[config.mk]
export PLATFORM = sky130hd
export DESIGN_NAME = prime_sieve
export DESIGN_NICKNAME = d
export VERILOG_FILES = /design/src/rtl/prime_sieve.sv
export SDC_FILE = /design/constraint.sdc
export NUM_CORES = 1
export LEC_CHECK = 0
export BUFFER_PORTS_ARGS = -buffer_cell sky130_fd_sc_hd__clkbuf_2
export CORE_ASPECT_RATIO = 0.7
export CORE_MARGIN = 8
export CORE_UTILIZATION = 50
export DETAILED_ROUTE_END_ITERATION = 10
export HOLD_SLACK_MARGIN = 0.06
export PLACE_DENSITY = 0.73
export SLEW_MARGIN = 10
export SYNTH_ARGS = -nofsm -noshare
export SYNTH_HDL_FRONTEND = slang
export SYNTH_SLANG_ARGS = --single-unit
[constraint.sdc]
create_clock -name clk -period 3.5 [get_ports clk]
set_clock_uncertainty 0.1 [all_clocks]
set_input_delay 0.7 -clock clk [delete_from_list [all_inputs] [get_ports clk]]
set_output_delay 0.7 -clock clk [all_outputs]
set_load 0.02 [all_outputs]
[src/rtl/prime_sieve.sv]
// Sieve of Eratosthenes engine: sole master of a 256 x 8 synchronous RAM.
// Leaves mem[n] = 1 for prime n and 0 otherwise, then raises done and releases the bus.
module prime_sieve #(
    parameter int ADDR_W = 8,
    parameter int DATA_W = 8
) (
    input  logic              clk,
    input  logic              rst,
    output logic [ADDR_W-1:0] out__addr,
    output logic              out__wr,
    input  logic [DATA_W-1:0] in__din,
    output logic [DATA_W-1:0] out__dout,
    output logic              out__rdy,
    output logic              out__done
);

    localparam int P_W = ADDR_W / 2 + 1;
    localparam int M_W = ADDR_W + 1;

    localparam logic [ADDR_W-1:0] A_ONE   = ADDR_W'(1);
    localparam logic [ADDR_W-1:0] A_LAST  = '1;
    localparam logic [ADDR_W-1:0] A_FIRST = ADDR_W'(2);
    localparam logic [P_W-1:0]    P_ONE   = P_W'(1);
    localparam logic [P_W-1:0]    P_FIRST = P_W'(2);
    // Once p*p exceeds the table, every composite has already been struck out.
    localparam logic [P_W-1:0]    P_STOP  = P_W'(1 << (ADDR_W / 2));
    localparam logic [M_W-1:0]    M_MAX   = M_W'((1 << ADDR_W) - 1);

    typedef enum logic [2:0] {
        S_INIT,
        S_RD,
        S_CHK,
        S_MARK,
        S_DONE
    } state_t;

    state_t            state_q, state_d;
    logic [ADDR_W-1:0] a_q, a_d;
    logic [P_W-1:0]    p_q, p_d;
    logic [M_W-1:0]    m_q, m_d;
    logic              go_q, go_d;

    logic [M_W-1:0]    m_sq;
    logic [M_W-1:0]    m_nxt;

    // go_q keeps the bus quiet for the cycles reset is held, even though state sits in INIT.
    always_ff @(posedge clk) begin
        if (!rst) begin
            state_q <= S_INIT;
            a_q     <= '0;
            p_q     <= P_FIRST;
            m_q     <= '0;
            go_q    <= 1'b0;
        end else begin
            state_q <= state_d;
            a_q     <= a_d;
            p_q     <= p_d;
            m_q     <= m_d;
            go_q    <= go_d;
        end
    end

    always_comb begin
        state_d = state_q;
        a_d     = a_q;
        p_d     = p_q;
        m_d     = m_q;
        go_d    = 1'b1;
        // m is one bit wider than the address so a stride past the top never wraps low.
        m_sq    = M_W'(p_q) * M_W'(p_q);
        m_nxt   = m_q + M_W'(p_q);
        unique case (state_q)
            S_INIT: begin
                if (go_q) begin
                    a_d = a_q + A_ONE;
                    if (a_q == A_LAST) begin
                        state_d = S_RD;
                        p_d     = P_FIRST;
                    end
                end
            end
            S_RD: begin
                state_d = (p_q == P_STOP) ? S_DONE : S_CHK;
            end
            S_CHK: begin
                if (in__din != '0) begin
                    state_d = S_MARK;
                    m_d     = m_sq;
                end else begin
                    p_d     = p_q + P_ONE;
                    state_d = S_RD;
                end
            end
            S_MARK: begin
                m_d = m_nxt;
                if (m_nxt > M_MAX) begin
                    p_d     = p_q + P_ONE;
                    state_d = S_RD;
                end
            end
            S_DONE: begin
                state_d = S_DONE;
            end
            default: begin
                state_d = S_INIT;
            end
        endcase
    end

    always_comb begin
        out__addr = '0;
        out__wr   = 1'b0;
        out__dout = '0;
        out__rdy  = 1'b0;
        out__done = 1'b0;
        unique case (state_q)
            S_INIT: begin
                out__addr = go_q ? a_q : '0;
                out__wr   = go_q;
                out__dout = DATA_W'(go_q && (a_q >= A_FIRST));
            end
            S_RD: begin
                out__addr = ADDR_W'(p_q);
            end
            S_CHK: begin
                out__addr = ADDR_W'(p_q);
            end
            S_MARK: begin
                out__addr = m_q[ADDR_W-1:0];
                out__wr   = 1'b1;
            end
            S_DONE: begin
                out__rdy  = 1'b1;
                out__done = 1'b1;
            end
            default: begin
                out__addr = '0;
            end
        endcase
    end

endmodule

==> impl_metrics.toml, run 1 <==
[timing]
tns_ns = 0
slew_viol_final = 0
relSlewSlack = 0.440
fin_crit_sh = 0.945
finalHoldViolCount = 0
timing.fmax_ghz = 0.302
period_needed_ns = 3.31
rsz0062_at_grt = "no"
fin_hold_ws_ns = 0.414
tightest_slew_ns = 0.836
setup_viol = 0
finalWorstSetupSlack_ns = 0.192

[synthesis]
async_flop_share = 0
yosysTopAreaCellShare = 0.238
synth_common_cells = "nand2_1 (33), dfxtp_1 (26), ha_1 (19)"
synth_edf_count = 0
synth_area_um2 = 2180
synth_cells = 257
synthMostInstantiatedCell = "nand2_1"
synthFlopType = "dfxtp_1"
ys_seq_area_frac = 0.238
synth_area_leader_cell = "dfxtp_1"
yosys-top-cells-area = "dfxtp_1 (24%), ha_1 (11%), nand2_1 (5.7%)"
ys_seq_elements = 26
ys_types = 61
yosys_warnings = 0
synth.avg_cell_area_um2 = 8.50

[critical_path]
crit_required_ns = 3.57
startpoint_type = "flip-flop"
cp_slowest_cell = "fa_1"
ff2ff_path_depth = 13
crit_buf_inv = 1
crit_fanout = 4
crit_family = "adder cells"
crit_path_end_kind = "flip-flop"
cp.depth = 13
path_cells = "nand2_1 > fa_1 > fa_1 > inv_1 > ha_1 > a31o_2 > ha_1 > o21ai_0 > o21bai_1 > a21oi_1 > xnor2_1 > o2111ai_1 > nand2_1"
critPathKind = "reg2reg"
worstPathArrival_ns = 3.38
cpPeakStageDelay_ns = 0.51

[die]
die_w_um = 95.0
die_h_um = 71.3
initial_core_util = 0.510
rows = 20
dieArea_um2 = 6770
pin_count = 29
core_um2 = 4280

[cts]
cts_setup_buffers = 0
postCtsHoldBufs = 0
clock_latency_ns = 0.27
cts-resized-gates = 0
clock_sinks = 26
h-tree-depth = 1
cts_buffer_depth = 2
cts_inserted_buffers = 3
cts_root_buf = "clkbuf_8"
cts_tree = "done"
path_clk_slew_ns = 0.09

[detailed_routing]
drt-initial-drc-count = 140
vias_per_cell = 5.62
vias = 1849
routed_wl_um = 4830
route.detailed.drc = 0
ant_nets = 0
dr.pass1.iters = 4
post_drt_wl_per_cell_um = 14.7

[power_and_ir_drop]
p_leak_nw = 1.07
ir_worst_vdd_mv = 0.155
powerDensity_nw_per_um2 = 255
total_power_mw = 0.601

[place]
routabilityCongestion = 0.826
placedCellCount = 325
place_ws_ns = 0.183
portBuffers = 21
hpwl_um = 3820
placed_area_um2 = 2290

[finish]
final_nets = 307
fillCellCount = 399
diodes = 0
fin_util = 0.551
final_area_um2 = 2360
area_delta_synth_final_pct = 7.97
stdcell_count = 329
drive_gt1_frac = 0.179

[global_route]
grt_pass1_wl_um = 7990
grt_max_degree = 31
antenna_found_initial = 0
grt_pass1_vias = 1649
grtUsageTotal = 0.143
grt_overflow = 0

[min_path]
hp-class = "reg2reg"
whs_path_depth = 2

[flow_run]
cap_viol_max_count = 0

[outcome]
status = "completed"
[layout make-up]
cell class,count,area [µm²],share of cell area
Clock inverter,1,30.0,0.0127
Inverter,9,33.8,0.0143
Tap cell,55,68.8,0.0292
Clock buffer,3,41.3,0.0175
Sequential cell,26,520,0.221
Multi-Input combinational cell,208,1510,0.642
Timing Repair Buffer,27,150,0.0637
[where the power goes]
part           leakage, nW  internal, mW  switching [mW]
registers            0.210         0.299         0.00473
clock network       0.0357         0.153           0.101
logic                0.822        0.0163          0.0274
total                 1.07         0.468           0.133
[path summary, 6_finish.rpt]
check | start | endpoint | slack, ns
setup / recovery | p_q[3] | m_q[8] | 0.19
hold / removal | m_q[8] | m_q[8] | 0.41
setup reg to reg | p_q[3] | m_q[8] | 0.19
hold reg to reg | m_q[8] | m_q[8] | 0.41
[worst min-delay path: cells and delay by family (launching register included)]
kind | cells | cell delay (ns)
simple gates | 2 | 0.13
flops | 1 | 0.36
[cells in the final DEF (no fill, tap or decap), types with 3 or more instances in the layout]
cell	count
a21oi_1	12
xor2_1	6
nand3_1	8
a221o_1	3
ha_1	19
conb_1	7
a22oi_1	3
nor3_1	8
nor2_1	11
xnor2_1	13
dfxtp_1	26
and2_1	11
a21o_1	3
clkbuf_2	21
mux2i_1	3
o21ai_0	8
nand4_1	3
or3_1	3
clkbuf_8	3
inv_1	9
a211oi_1	4
a21boi_0	3
nand2_1	33
fa_1	3
nor2b_1	4
buf_4	6
[flip-flops by register name (all words and copies together) (netlist names)]
name / cells
a_q: 8
go_q: 1
m_q: 9
p_q: 5
state_q: 3
[cell families after synthesis]
family | synth area share
buffers and inverters | 0.0791
adders and majority gates | 0.136
xor gates and xnor gates | 0.0762
AOI/OAI and AO/OA | 0.202
DFF | 0.238
muxes | 0.0138
and+or+nand+nor | 0.253
other | 0.00172
[routing by layer]
| metal | global-route usage | part of all wire |
|---|---|---|
| met2 | 0.194 | 0.40 |
| met4 | 0.0190 | 0.0014 |
| met5 | 0 | 0 |
| met3 | 0.0397 | 0.077 |
| met1 | 0.218 | 0.52 |
(Power assumes the default switching activity.)
==> inputs of run 2 (changes only) <==
PLACE_DENSITY = 0.71   (was 0.73)
clock period = 3.4 ns   (was 3.5 ns; I/O delays follow)
==> run 2 against run 1 <==
Via count fell by 0.59%. Fmax grew 0.88%. Cell count unchanged. Sequential power grew 3%. Clock power hardly changed. Routed wire length is 5.5% higher. Global-route usage up 0.50 points. Largest power group unchanged.
==> impl_metrics.toml, run 2 (synthesis gave the netlist of run 1 again) <==
[finish]
multi_input_area_um2 = 1530
diodes = 0
area_delta_synth_final_pct = 8.94
top_register = "m_q"
final_area_um2 = 2380
final_nets = 307
largest_register_ffs = 9
stdcell_count = 329
top_regs = "m_q: 9 flops, a_q: 8 flops, p_q: 5 flops"
fillCellCount = 400
final_common_cell = "nand2_1"
seq_area_um2 = 520
drive_gt1_frac = 0.190
layout_common_cells = "nand2_1 (33), dfxtp_1 (26), clkbuf_2 (21), ha_1 (18), xnor2_1 (13)"

[timing]
finalHoldViolCount = 0
fin_crit_sh = 0.965
tns_ns = 0
slew_viol_final = 0
period_needed_ns = 3.28
rsz0062_at_grt = "no"
finalWorstSetupSlack_ns = 0.121
relSlewSlack = 0.439
setup_viol = 0
fin_hold_ws_ns = 0.426
timing.fmax_ghz = 0.305
tightest_slew_ns = 0.839

[global_route]
grt_pass1_vias = 1699
antenna_found_initial = 0
grt_overflow = 0
grt_max_degree = 31
grtUsageTotal = 0.148
grt_pass1_wl_um = 8180

[detailed_routing]
ant_nets = 0
vias = 1838
dr.pass1.iters = 4
route.detailed.drc = 0
post_drt_wl_per_cell_um = 15.5
drt-initial-drc-count = 93
routed_wl_um = 5100
vias_per_cell = 5.59

[cts]
postCtsHoldBufs = 0
cts_tree = "done"
path_clk_slew_ns = 0.09
cts_buffer_depth = 2
clock_sinks = 26
h-tree-depth = 1
cts_root_buf = "clkbuf_8"
cts_inserted_buffers = 3
clock_latency_ns = 0.27

[power_and_ir_drop]
clockPowerShare = 0.415
swShare = 0.212
powerDensity_nw_per_um2 = 257
power_frac_seq = 0.511
p_leak_nw = 1.07
intPower_mw = 0.482
netSwitchingPower_mw = 0.130
ir_worst_vdd_mv = 0.183
comb_power_share = 0.075

[critical_path]
critPathKind = "reg2reg"
crit_required_ns = 3.46
crit_fanout = 4
ff2ff_path_depth = 13
critPathLaunch = "p_q[1]"
r2r-end = "m_q[8]"
r2r-start = "p_q[1]"
crit_path_end_kind = "flip-flop"
crit_end = "m_q[8]"
worstPathArrival_ns = 3.34
reg2reg_setup_slack_ns = 0.12
startpoint_type = "flip-flop"

[min_path]
hp-class = "reg2reg"
whs_path_depth = 2

[place]
place_ws_ns = 0.0490
hpwl_um = 3930
placedCellCount = 325
routabilityCongestion = 0.814
portBuffers = 21
placed_area_um2 = 2290

[flow_run]
cap_viol_max_count = 0

[die]
pin_count = 29
rows = 20
initial_core_util = 0.510
core_um2 = 4280
die_h_um = 71.3
die_w_um = 95.0
dieArea_um2 = 6770

[outcome]
status = "completed"
==> run 2: cell counts in the layout (fill, tap and decap cells not counted) <==
Identical to the previous run, type by type.
==> run 2: stage by stage <==
| step | utilization | power [mW] |
|---|---|---|
| 3_3_place_gp | 0.534 | 0.363 |
| 2_1_floorplan | - | 0.357 |
| 5_1_grt | 0.556 | 0.638 |
| 6_report | 0.556 | 0.612 |
| 4_1_cts | 0.551 | 0.619 |
| 3_5_place_dp | 0.534 | 0.365 |
==> run 2: power groups by stage <==
stage | sequential [mW] | clock, mW | combinational [mW]
after floorplan | 0.318 | 0 | 0.0392
after global placement | 0.320 | 0 | 0.0440
after detailed placement | 0.320 | 0 | 0.0451
after CTS | 0.313 | 0.261 | 0.0452
after global routing | 0.313 | 0.276 | 0.0484
final | 0.312 | 0.254 | 0.0456
==> run 2: layout make-up <==
type,instances,share of cell area
Clock buffer,3,0.0174
Clock inverter,1,0.0126
Inverter,9,0.0142
Multi-Input combinational cell,208,0.645
Sequential cell,26,0.219
Tap cell,55,0.0289
Timing Repair Buffer,27,0.0631
==> run 2: worst max-delay path, stage by stage, from the launching register on <==
cell and delay (ns):
dfxtp_1 0.34, nand2_1 0.12, fa_1 0.49, fa_1 0.51
inv_1 0.04, ha_1 0.28, a31o_2 0.27, ha_4 0.29
o21ai_1 0.06, o21bai_1 0.21, a21oi_2 0.08, xnor2_1 0.13
o2111ai_1 0.17, nand2_1 0.06
==> run 2: worst min-delay path by stage <==
stage / from / end / slack, ns
CTS: m_q[3] / m_q[3] / 0.41
global route: m_q[3] / m_q[3] / 0.43
global placement: m_q[3] / m_q[3] / 0.39
floorplan: m_q[3] / m_q[3] / 0.36
finish: m_q[3] / m_q[3] / 0.43
detailed placement: m_q[3] / m_q[3] / 0.40
==> run 2: repair_timing <==
action	CTS	global route
buffers inserted	0	0
endpoints found under the setup margin	0	1
gates resized for setup	0	4
==> run 2: routing by layer <==
| metal | part of all wire | GRT usage | vias up | wire, µm |
|---|---|---|---|---|
| met2 | 0.41 | 0.211 | 50 | 2080 |
| met4 | 0.0024 | 0.0172 | 0 | 12 |
| met5 | 0 | 0 | - | 0 |
| li1 | - | - | 934 | - |
| met3 | 0.064 | 0.0334 | 2 | 324 |
| met1 | 0.53 | 0.222 | 852 | 2680 |
